==> config.mk <==
export PLATFORM = sky130hd
export DESIGN_NAME = dsp_frame_sequencer_flat
export DESIGN_NICKNAME = d
export VERILOG_FILES = /design/src/rtl/dsp_pkg.sv /design/src/rtl/dsp_frame_sequencer_if.sv /design/src/rtl/frame_timer.sv /design/src/rtl/dsp_frame_sequencer.sv /design/src/flat_wrapper.sv
export SDC_FILE = /design/constraint.sdc
export NUM_CORES = 1
export LEC_CHECK = 0
export CAP_MARGIN = 10
export CORE_AREA = 2 2 456 458
export DETAILED_ROUTE_END_ITERATION = 10
export DIE_AREA = 0 0 458 460
export GPL_TIMING_DRIVEN = 0
export PLACE_DENSITY = 0.33
export SLEW_MARGIN = 20
export SYNTH_ARGS = -nofsm -noshare
export SYNTH_HDL_FRONTEND = slang
export SYNTH_SLANG_ARGS = --single-unit
==> constraint.sdc <==
create_clock -name i_clk -period 3.02 [get_ports i_clk]
set_clock_uncertainty 0.1 [all_clocks]
set_input_delay 0.604 -clock i_clk [delete_from_list [all_inputs] [get_ports i_clk]]
set_output_delay 0.604 -clock i_clk [all_outputs]
set_load 0.05 [all_outputs]
==> src/rtl/dsp_pkg.sv <==
// Shared DSP definitions: channel/word constants, sample type, instruction fields, sequencer states.
// Latency: n/a (declarations only).
// Backpressure: n/a.
package dsp_pkg;

   // Core datapath geometry.
   localparam int DSP_N_CH   = 8;
   localparam int DSP_WORD_W = 36;

   typedef logic [DSP_WORD_W-1:0] sample_t;

   // Instruction word fields. The core decodes these. A later revision of the
   // sequencer derives its program length from the loaded program using them.
   localparam int OP_MSB = 35;
   localparam int OP_LSB = 30;
   localparam int RW_MSB = 29;
   localparam int RW_LSB = 20;
   localparam int RA_MSB = 19;
   localparam int RA_LSB = 10;
   localparam int RB_MSB = 9;
   localparam int RB_LSB = 0;

   typedef enum logic [1:0] {
      S_IDLE    = 2'd0,
      S_LAUNCH  = 2'd1,
      S_RUN     = 2'd2,
      S_CAPTURE = 2'd3
   } seq_state_t;

   // Cycles spent in RUN per frame: program issue plus pipeline drain.
   function automatic int frame_len(input int prog_len, input int pipe_lat);
      return prog_len + pipe_lat;
   endfunction

   // Field extractors for instruction words.
   function automatic logic [OP_MSB-OP_LSB:0] instr_op(input sample_t w);
      return w[OP_MSB:OP_LSB];
   endfunction

   function automatic logic [RW_MSB-RW_LSB:0] instr_rw(input sample_t w);
      return w[RW_MSB:RW_LSB];
   endfunction

   function automatic logic [RA_MSB-RA_LSB:0] instr_ra(input sample_t w);
      return w[RA_MSB:RA_LSB];
   endfunction

   function automatic logic [RB_MSB-RB_LSB:0] instr_rb(input sample_t w);
      return w[RB_MSB:RB_LSB];
   endfunction

endpackage

==> src/rtl/dsp_frame_sequencer_if.sv <==
// Bundle between the frame sequencer, the ADC/DAC side and the DSP core.
// Latency: n/a (wires only).
// Backpressure: none. Ticks are strobes; out_valid is a one-cycle strobe with no ready.
// Signals:
//   enable, sample_tick, in_samples  : tick gating, tick strobe, ADC samples
//   core_start, core_inputs          : start pulse and latched samples to the core
//   core_outputs                     : core result registers
//   out_samples, out_valid           : captured results and their strobe
//   busy, overrun, overrun_clr       : status, sticky overrun flag and its clear
//   frame_count                      : completed-frame counter
interface dsp_frame_sequencer_if
   import dsp_pkg::*;
#(
   parameter int N_CH   = DSP_N_CH,
   parameter int WORD_W = DSP_WORD_W,
   parameter int CNT_W  = 16
);

   logic                           enable;
   logic                           sample_tick;
   logic [N_CH-1:0][WORD_W-1:0]    in_samples;
   logic                           core_start;
   logic [N_CH-1:0][WORD_W-1:0]    core_inputs;
   logic [N_CH-1:0][WORD_W-1:0]    core_outputs;
   logic [N_CH-1:0][WORD_W-1:0]    out_samples;
   logic                           out_valid;
   logic                           busy;
   logic                           overrun;
   logic                           overrun_clr;
   logic [CNT_W-1:0]               frame_count;

   // Sequencer side.
   modport slave (
      input  enable,
      input  sample_tick,
      input  in_samples,
      input  core_outputs,
      input  overrun_clr,
      output core_start,
      output core_inputs,
      output out_samples,
      output out_valid,
      output busy,
      output overrun,
      output frame_count
   );

   // Environment side: ADC, core and host.
   modport master (
      output enable,
      output sample_tick,
      output in_samples,
      output core_outputs,
      output overrun_clr,
      input  core_start,
      input  core_inputs,
      input  out_samples,
      input  out_valid,
      input  busy,
      input  overrun,
      input  frame_count
   );

endinterface

==> src/rtl/frame_timer.sv <==
// Loadable down-counter with zero flag; times the RUN phase of a frame.
// Latency: load takes effect next cycle; zero flag is combinational from the count.
// Backpressure: none. Decrement requests at zero are ignored (count saturates at 0).
// Ports: i_clk, i_reset_n, i_load/i_load_val (load count), i_dec (count down), o_zero.
module frame_timer #(
   parameter int CNT_W = 8
) (
   input  logic             i_clk,
   input  logic             i_reset_n,
   input  logic             i_load,
   input  logic             i_dec,
   input  logic [CNT_W-1:0] i_load_val,
   output logic             o_zero
);

   logic [CNT_W-1:0] r_cnt;
   logic             w_zero;

   assign w_zero = (r_cnt == '0);
   assign o_zero = w_zero;

   always_ff @(posedge i_clk or negedge i_reset_n) begin
      if (!i_reset_n) begin
         r_cnt <= '0;
      end else if (i_load) begin
         r_cnt <= i_load_val;
      end else if (i_dec && !w_zero) begin
         r_cnt <= r_cnt - CNT_W'(1);
      end
   end

endmodule

==> src/rtl/dsp_frame_sequencer.sv <==
// Sample-rate scheduler: latches samples on a tick, pulses core start, waits the program
// length, then captures core results. Latency: tick in cycle T -> core_start in T+1,
// out_valid in T+L+3 (L = PROG_LEN+PIPE_LAT). Backpressure: none; ticks arriving while a
// frame is in LAUNCH/RUN are dropped and raise the sticky overrun flag.
// Ports: i_clk, i_reset_n (async active-low), io_seq (slave side of dsp_frame_sequencer_if).
module dsp_frame_sequencer
   import dsp_pkg::*;
#(
   parameter int N_CH     = DSP_N_CH,
   parameter int WORD_W   = DSP_WORD_W,
   parameter int PROG_LEN = 64,
   parameter int PIPE_LAT = 3,
   parameter int CNT_W    = 16
) (
   input  logic                  i_clk,
   input  logic                  i_reset_n,
   dsp_frame_sequencer_if.slave  io_seq
);

   localparam int L     = frame_len(PROG_LEN, PIPE_LAT);
   // The timer holds values L-1 down to 0.
   localparam int TMR_W = (L > 1) ? $clog2(L) : 1;

   if (L < 1) begin : g_bad_len
      $error("dsp_frame_sequencer: PROG_LEN + PIPE_LAT must be at least 1");
   end

   seq_state_t                    r_state;
   seq_state_t                    w_state_nxt;

   logic                          w_tick;
   logic                          w_timer_zero;
   logic                          w_start_nxt;
   logic                          w_latch_in;
   logic                          w_capture;
   logic                          w_ovr_set;
   logic                          w_tmr_load;
   logic                          w_tmr_dec;

   logic                          r_core_start;
   logic                          r_out_valid;
   logic                          r_overrun;
   logic [CNT_W-1:0]              r_frame_count;
   logic [N_CH-1:0][WORD_W-1:0]   r_core_inputs;
   logic [N_CH-1:0][WORD_W-1:0]   r_out_samples;

   // A tick only counts when enabled; enable has no other effect on a running frame.
   assign w_tick = io_seq.sample_tick & io_seq.enable;

   // ---------------------------------------------------------------- state register
   always_ff @(posedge i_clk or negedge i_reset_n) begin
      if (!i_reset_n) begin
         r_state <= S_IDLE;
      end else begin
         r_state <= w_state_nxt;
      end
   end

   // ---------------------------------------------------------------- next state
   always_comb begin
      w_state_nxt = r_state;
      case (r_state)
         S_IDLE: begin
            if (w_tick) begin
               w_state_nxt = S_LAUNCH;
            end
         end
         S_LAUNCH: begin
            w_state_nxt = S_RUN;
         end
         S_RUN: begin
            if (w_timer_zero) begin
               w_state_nxt = S_CAPTURE;
            end
         end
         S_CAPTURE: begin
            // A tick landing on CAPTURE chains straight into the next frame.
            w_state_nxt = w_tick ? S_LAUNCH : S_IDLE;
         end
         default: begin
            w_state_nxt = S_IDLE;
         end
      endcase
   end

   // ---------------------------------------------------------------- output decode
   always_comb begin
      // core_start is registered, so it is decoded from the state being entered.
      w_start_nxt = (w_state_nxt == S_LAUNCH);
      w_latch_in  = w_tick && ((r_state == S_IDLE) || (r_state == S_CAPTURE));
      w_capture   = (r_state == S_CAPTURE);
      w_ovr_set   = w_tick && ((r_state == S_LAUNCH) || (r_state == S_RUN));
      w_tmr_load  = (r_state == S_LAUNCH);
      w_tmr_dec   = (r_state == S_RUN);
   end

   // ---------------------------------------------------------------- RUN timer
   // Loaded with L-1 on leaving LAUNCH; RUN ends on the cycle it reads zero,
   // giving exactly L RUN cycles.
   frame_timer #(
      .CNT_W      (TMR_W)
   ) u_frame_timer (
      .i_clk      (i_clk),
      .i_reset_n  (i_reset_n),
      .i_load     (w_tmr_load),
      .i_dec      (w_tmr_dec),
      .i_load_val (TMR_W'(L - 1)),
      .o_zero     (w_timer_zero)
   );

   // ---------------------------------------------------------------- registered outputs
   always_ff @(posedge i_clk or negedge i_reset_n) begin
      if (!i_reset_n) begin
         r_core_start  <= 1'b0;
         r_out_valid   <= 1'b0;
         r_overrun     <= 1'b0;
         r_frame_count <= '0;
         r_core_inputs <= '0;
         r_out_samples <= '0;
      end else begin
         r_core_start <= w_start_nxt;
         r_out_valid  <= w_capture;

         // Held until the next accepted tick; dropped ticks never disturb it.
         if (w_latch_in) begin
            r_core_inputs <= io_seq.in_samples;
         end

         if (w_capture) begin
            r_out_samples <= io_seq.core_outputs;
            r_frame_count <= r_frame_count + CNT_W'(1);
         end

         // Set has priority so a clear cannot hide an overrun in the same cycle.
         if (w_ovr_set) begin
            r_overrun <= 1'b1;
         end else if (io_seq.overrun_clr) begin
            r_overrun <= 1'b0;
         end
      end
   end

   assign io_seq.core_start  = r_core_start;
   assign io_seq.core_inputs = r_core_inputs;
   assign io_seq.out_samples = r_out_samples;
   assign io_seq.out_valid   = r_out_valid;
   assign io_seq.busy        = (r_state != S_IDLE);
   assign io_seq.overrun     = r_overrun;
   assign io_seq.frame_count = r_frame_count;

endmodule
==> src/flat_wrapper.sv <==
// flat-port wrapper written by rule: the top's interface ports become plain ports
module dsp_frame_sequencer_flat import dsp_pkg::*;
#(
   parameter int N_CH     = DSP_N_CH,
   parameter int WORD_W   = DSP_WORD_W,
   parameter int PROG_LEN = 64,
   parameter int PIPE_LAT = 3,
   parameter int CNT_W    = 16
)
  (i_clk, i_reset_n, io_seq_enable, io_seq_sample_tick, io_seq_in_samples, io_seq_core_outputs, io_seq_overrun_clr, io_seq_core_start, io_seq_core_inputs, io_seq_out_samples, io_seq_out_valid, io_seq_busy, io_seq_overrun, io_seq_frame_count);
  dsp_frame_sequencer_if #(.N_CH(N_CH), .WORD_W(WORD_W), .CNT_W(CNT_W)) io_seq_i ();
  input  logic i_clk;
  input  logic i_reset_n;
  input wire logic [$bits(io_seq_i.enable)-1:0] io_seq_enable;
  input wire logic [$bits(io_seq_i.sample_tick)-1:0] io_seq_sample_tick;
  input wire logic [$bits(io_seq_i.in_samples)-1:0] io_seq_in_samples;
  input wire logic [$bits(io_seq_i.core_outputs)-1:0] io_seq_core_outputs;
  input wire logic [$bits(io_seq_i.overrun_clr)-1:0] io_seq_overrun_clr;
  output wire logic [$bits(io_seq_i.core_start)-1:0] io_seq_core_start;
  output wire logic [$bits(io_seq_i.core_inputs)-1:0] io_seq_core_inputs;
  output wire logic [$bits(io_seq_i.out_samples)-1:0] io_seq_out_samples;
  output wire logic [$bits(io_seq_i.out_valid)-1:0] io_seq_out_valid;
  output wire logic [$bits(io_seq_i.busy)-1:0] io_seq_busy;
  output wire logic [$bits(io_seq_i.overrun)-1:0] io_seq_overrun;
  output wire logic [$bits(io_seq_i.frame_count)-1:0] io_seq_frame_count;
  assign io_seq_i.enable = io_seq_enable;
  assign io_seq_i.sample_tick = io_seq_sample_tick;
  assign io_seq_i.in_samples = io_seq_in_samples;
  assign io_seq_i.core_outputs = io_seq_core_outputs;
  assign io_seq_i.overrun_clr = io_seq_overrun_clr;
  assign io_seq_core_start = io_seq_i.core_start;
  assign io_seq_core_inputs = io_seq_i.core_inputs;
  assign io_seq_out_samples = io_seq_i.out_samples;
  assign io_seq_out_valid = io_seq_i.out_valid;
  assign io_seq_busy = io_seq_i.busy;
  assign io_seq_overrun = io_seq_i.overrun;
  assign io_seq_frame_count = io_seq_i.frame_count;
  dsp_frame_sequencer #(.N_CH(N_CH), .WORD_W(WORD_W), .PROG_LEN(PROG_LEN), .PIPE_LAT(PIPE_LAT), .CNT_W(CNT_W)) u_core (.i_clk(i_clk), .i_reset_n(i_reset_n), .io_seq(io_seq_i));
endmodule
== Word level (Yosys, flattened, before mapping) ==
Index checks and enable logic that the tools add are counted.

* Output and inout bits: 596
* Bits of input ports: 581
* Flip-flop bits (word level): 604

* Equality and inequality tests: 4
* Add/sub/neg operators: 2
* Bitwise logic cells: 1
* Reductions and logical operators: 11
* Mux-type cells: 8

{| class="wikitable"
|+ Operators with widths
! cell !! count
|-
| 16-bit by 1-bit adder with 16-bit output (second input constant) || 1
|-
| 7-bit two-way mux || 2
|-
| 2-bit case mux with 4 select lines || 1
|-
| 7-bit zero test || 1
|-
| 7-bit by 1-bit subtractor with 7-bit output (second input constant) || 1
|-
| 2-bit nonzero test || 3
|-
| 2-bit by 1-bit == test with 1-bit output (second input constant) || 2
|-
| 2-bit == test (second input constant) || 2
|-
| 2-bit two-way mux || 2
|-
| 1-bit logical AND || 3
|-
| 1-bit two-way mux || 3
|-
| 2-bit zero test || 1
|-
| 1-bit logical OR || 2
|-
| 1-bit AND || 1
|-
| 1-bit zero test || 1
|}

== Logic depth before layout (Yosys ltp) ==
* Depth in word-level cells: 5
* Mapped depth: 7

== By module ==
Synthesis repeated with hierarchy kept, for this count alone.

* Cells, all modules: 1,349
* Area, all modules: 23,537.6 µm²

{| class="wikitable"
|+ Modules (own cells, without submodules)
! module !! cells each !! sequential area each (µm²) !! instances !! area each (µm²)
|-
| dsp_frame_sequencer || 1,297 || 14,939.3 || 1 || 23,075.9
|-
| frame_timer || 52 || 175.2 || 1 || 461.7
|}

== Worst setup path after synthesis ==
No wires, ideal clock.

* Path kind: register to register
* Start point: reg u_core.r_state[0]
* End point: reg u_core.r_core_inputs, in the netlist u_core.io_seq.core_inputs[100]
* Data required time: 2.795 ns
* Buffers on the path: 3
* Stages on the path, launching flop included: 8
* Arrival time: 1.882 ns
* Library setup time: 0.125 ns
* Clock period less this slack: 2.106 ns
* Setup slack: 0.914 ns
* Cell sequence: dfrtp_1 inv_1 ha_1 nand3b_1 clkbuf_1 clkbuf_1 buf_2 mux2_2

* Cells in the longest elaborated chain, start to end: 3
* Elaborated cells between the ends (all ways): 4

{| class="wikitable"
|+ RTL lines
! element !! RTL line !! text
|-
| start, declared || dsp_frame_sequencer.sv:28 || <nowiki>seq_state_t r_state;</nowiki>
|-
| start signal, assigned || dsp_frame_sequencer.sv:55 || <nowiki>r_state <= w_state_nxt;</nowiki>
|-
| 2-bit == test / 2-bit zero test (equally long branches) || dsp_frame_sequencer.sv:90 || <nowiki>w_latch_in = w_tick && ((r_state == S_IDLE) || (r_state == S_CAPTURE));</nowiki>
|-
| 1-bit logical OR * || dsp_frame_sequencer.sv:90 ||
|-
| 1-bit logical AND * || dsp_frame_sequencer.sv:90 ||
|-
| end signal, assigned || dsp_frame_sequencer.sv:126 || <nowiki>r_core_inputs <= io_seq.in_samples;</nowiki>
|-
| end, declared || dsp_frame_sequencer.sv:44 || <nowiki>logic [N_CH-1:0][WORD_W-1:0] r_core_inputs;</nowiki>
|}

Mark *: on every way between the ends. The rest lies on a longest branch, timed or not.
A chain may end at the register's enable or synchronous reset.

== Worst setup path in the final report ==
* Start point: reg u_core.r_core_inputs, in the netlist u_core.io_seq.core_inputs[227]
* End point: out io_seq_core_inputs[227]

{| class="wikitable"
|+ RTL lines
! element !! RTL line !! text
|-
| end, declared || flat_wrapper.sv:20 || <nowiki>output wire logic [$bits(io_seq_i.core_inputs)-1:0] io_seq_core_inputs;</nowiki>
|}

No word-level cell between the ends.

==> results.json <==
{
  "status": "completed",
  "area.sequential_mm2": 0.0151,
  "holdWs_ns": 0.339,
  "async_reset_ff_frac": 1.00,
  "area_growth_pct": 81.2,
  "cp_slowest_cell": "clkdlybuf4s50_1",
  "cpLargestDelayFamily": "buffers and inverters",
  "post_cts_buffers": 0,
  "clk_pin_slew_worst_paths_ns": 0.06,
  "ir_drop_mv": 0.364,
  "power_density_mw_per_mm2": 510,
  "rsz0062_at_grt": "false",
  "postLayoutCoreUtil": 0.198,
  "cts_tree": "yes",
  "start_util": 0.109,
  "dpl.hpwl_mm": 112,
  "core-area_mm2": 0.206,
  "place_area_mm2": 0.0379,
  "port_buffers": 1176,
  "drc_errors": 0,
  "gp_congestion": 0.760,
  "ys_types": 30,
  "postRouteWirelength_mm": 135,
  "die_y_um": 460,
  "dpl_worst_slack_ns": -1.14,
  "grt_start_max_net_pins": 82,
  "antenna_found_initial": 91,
  "pin_count": 1177,
  "fmax_mhz": 349,
  "clk_latency_ns": 0.70,
  "start_kind": "register",
  "cp.arrival_ns": 2.16,
  "critPathMaxStageDelay_ns": 0.89,
  "drt_pass1_iterations": 4,
  "setup_viol": 0,
  "crit_type": "reg2out",
  "finalCritPeriodShare": 0.949,
  "final_nets": 3196,
  "cts-root-buf": "clkbuf_16",
  "ys_seq_area_frac": 0.671,
  "avgViaCountPerCell": 3.16,
  "hold_class": "in2async",
  "post-route-min-period_ns": 2.87,
  "syn_nets": 1922,
  "wl_per_cell_um": 25.0,
  "dieArea_mm2": 0.211,
  "p_leak_nw": 17.8,
  "drtIter0Drc": 719,
  "finalMaxSlewViolations": 0,
  "synth_edf_count": 0,
  "max_cap_violations": 0,
  "vias": 17000,
  "cts_buffers": 87,
  "fin_area_mm2": 0.0408,
  "cp_max_fo": 2,
  "end_kind": "primary output",
  "postSynthCellCount": 1333,
  "cts.path.max_buffers": 3,
  "ant_nets": 0,
  "avgSynthCellArea_um2": 16.9,
  "slew_headroom": 0.417,
  "crit_path_start": "u_core.io_seq.core_inputs[227]",
  "cts.sinks": 604,
  "grt_pass1_vias": 18000,
  "multiInputGateArea_mm2": 0.00708,
  "synthFlopType": "dfrtp_1",
  "fin_ws_ns": 0.154,
  "synth_warnings": 0,
  "htreeDepth": 3,
  "grt_pass1_wl_mm": 177,
  "syn_area_mm2": 0.0225,
  "fp-row-count": 167,
  "crit_path_cell_trace": "clkdlybuf4s50_1",
  "grt.total_usage": 0.125,
  "n_fill_cell": 22300,
  "drive_above_1_share": 0.292,
  "overflow": 0,
  "regToRegStartpoint": "u_core.r_state[0]",
  "hold_viol": 0,
  "die_w_um": 458,
  "path_buf_inv": 1,
  "critical_path_required_ns": 2.32,
  "ys_ff_latch": 604,
  "tightest_slew_ns": 0.872
}
## metrics by stage
stage / setup TNS, ns / instances / power [W]
2_1_floorplan: 0 / 1333 / 0.00912
3_3_place_gp: - / 5213 / 0.0106
3_5_place_dp: -219.89 / 5221 / 0.0106
4_1_cts: 0 / 5378 / 0.0215
5_1_grt: 0 / 5379 / 0.0218
6_report: 0 / 5400 / 0.0208
## final cells by class
cell class / count / area share
Buffer: 66 / 0.00822
Clock buffer: 130 / 0.0615
Inverter: 6 / 0.000552
Timing Repair Buffer: 1185 / 0.294
Sequential cell: 604 / 0.370
Tap cell: 2704 / 0.0829
Clock inverter: 26 / 0.00785
Antenna cell: 22 / 0.00135
Multi-Input combinational cell: 657 / 0.173
## worst paths after layout
check,to,slack [ns],cells after the start
hold / removal,u_core.io_seq.core_inputs[84],0.34,2
setup / recovery,io_seq_core_inputs[227],0.15,1
max in group asynchronous,u_core.io_seq.out_samples[54],0.49,6
setup reg to reg,u_core.io_seq.core_inputs[90],0.24,7
min in group i_clk,u_core.io_seq.frame_count[15],0.38,1
hold reg to reg,u_core.io_seq.frame_count[15],0.38,1
## layout by cell type (no fill, tap or decap), drive strengths merged, types with 5 or more instances in the layout
cell / count
clkdlybuf4s50: 1169
diode: 22
buf: 63
nand3: 7
nor2: 9
mux2: 578
inv: 10
clkinv: 18
nand2: 7
o21ai: 5
xnor2: 11
ha: 8
dlygate4sd2: 6
xor2: 8
dfrtp: 604
clkbuf: 142
## logic make-up after synthesis
logic type | Yosys count | share of synthesized area
compound gates | 10 | 0.00317
xor+xnor | 19 | 0.00739
fa+ha+maj | 8 | 0.00444
buf+inv | 72 | 0.0151
flops | 604 | 0.671
mux | 578 | 0.289
simple gates | 42 | 0.0100
## timing repair
action | 4_1_cts | 5_1_grt
gates resized for setup | 14 | 2
hold buffers | 1 | 0
setup endpoints to repair | 371 | 11
pin swaps | 0 | 0
hold endpoints to repair | 53 | 0
## Yosys cell counts (2+ instances only)
cell type,n,area (µm²)
inv_1,6,22.5
nand3b_1,2,15.0
o21ai_0,4,20.0
or4_1,2,15.0
nand3_1,7,35.0
xnor2_1,11,96.3
nand2_1,7,26.3
xor2_1,8,70.1
clkbuf_1,10,37.5
mux2_2,577,6500
ha_1,8,100
nand4_1,3,18.8
nor3_1,3,15.0
nor2_1,9,33.8
and3_1,3,18.8
dfrtp_1,604,15100
buf_2,56,280
## power breakdown
group          internal, W  switching (W)  leakage (nW)
sequential         0.00825       0.000103          8.28
combinational      0.00103        0.00107          8.17
clock              0.00603        0.00432          1.38
total               0.0153        0.00550          17.8
## layer usage
metal | track usage | vias to the layer above | part of all wire
met5 | 0 | - | 0.0027
met4 | 0.0238 | 58 | 0.018
met3 | 0.0681 | 229 | 0.12
met2 | 0.202 | 917 | 0.46
met1 | 0.144 | 8519 | 0.40
li1 | - | 7326 | -
## state kept, by name, indices dropped and copies added, names as in the netlist
register                    flops
u_core.io_seq.overrun           1
u_core.io_seq.out_valid         1
u_core.io_seq.core_inputs     288
u_core.io_seq.core_start        1
u_core.io_seq.out_samples     288
u_core.u_frame_timer.r_cnt      7
u_core.r_state                  2
u_core.io_seq.frame_count      16
(Power assumes the default switching activity.)
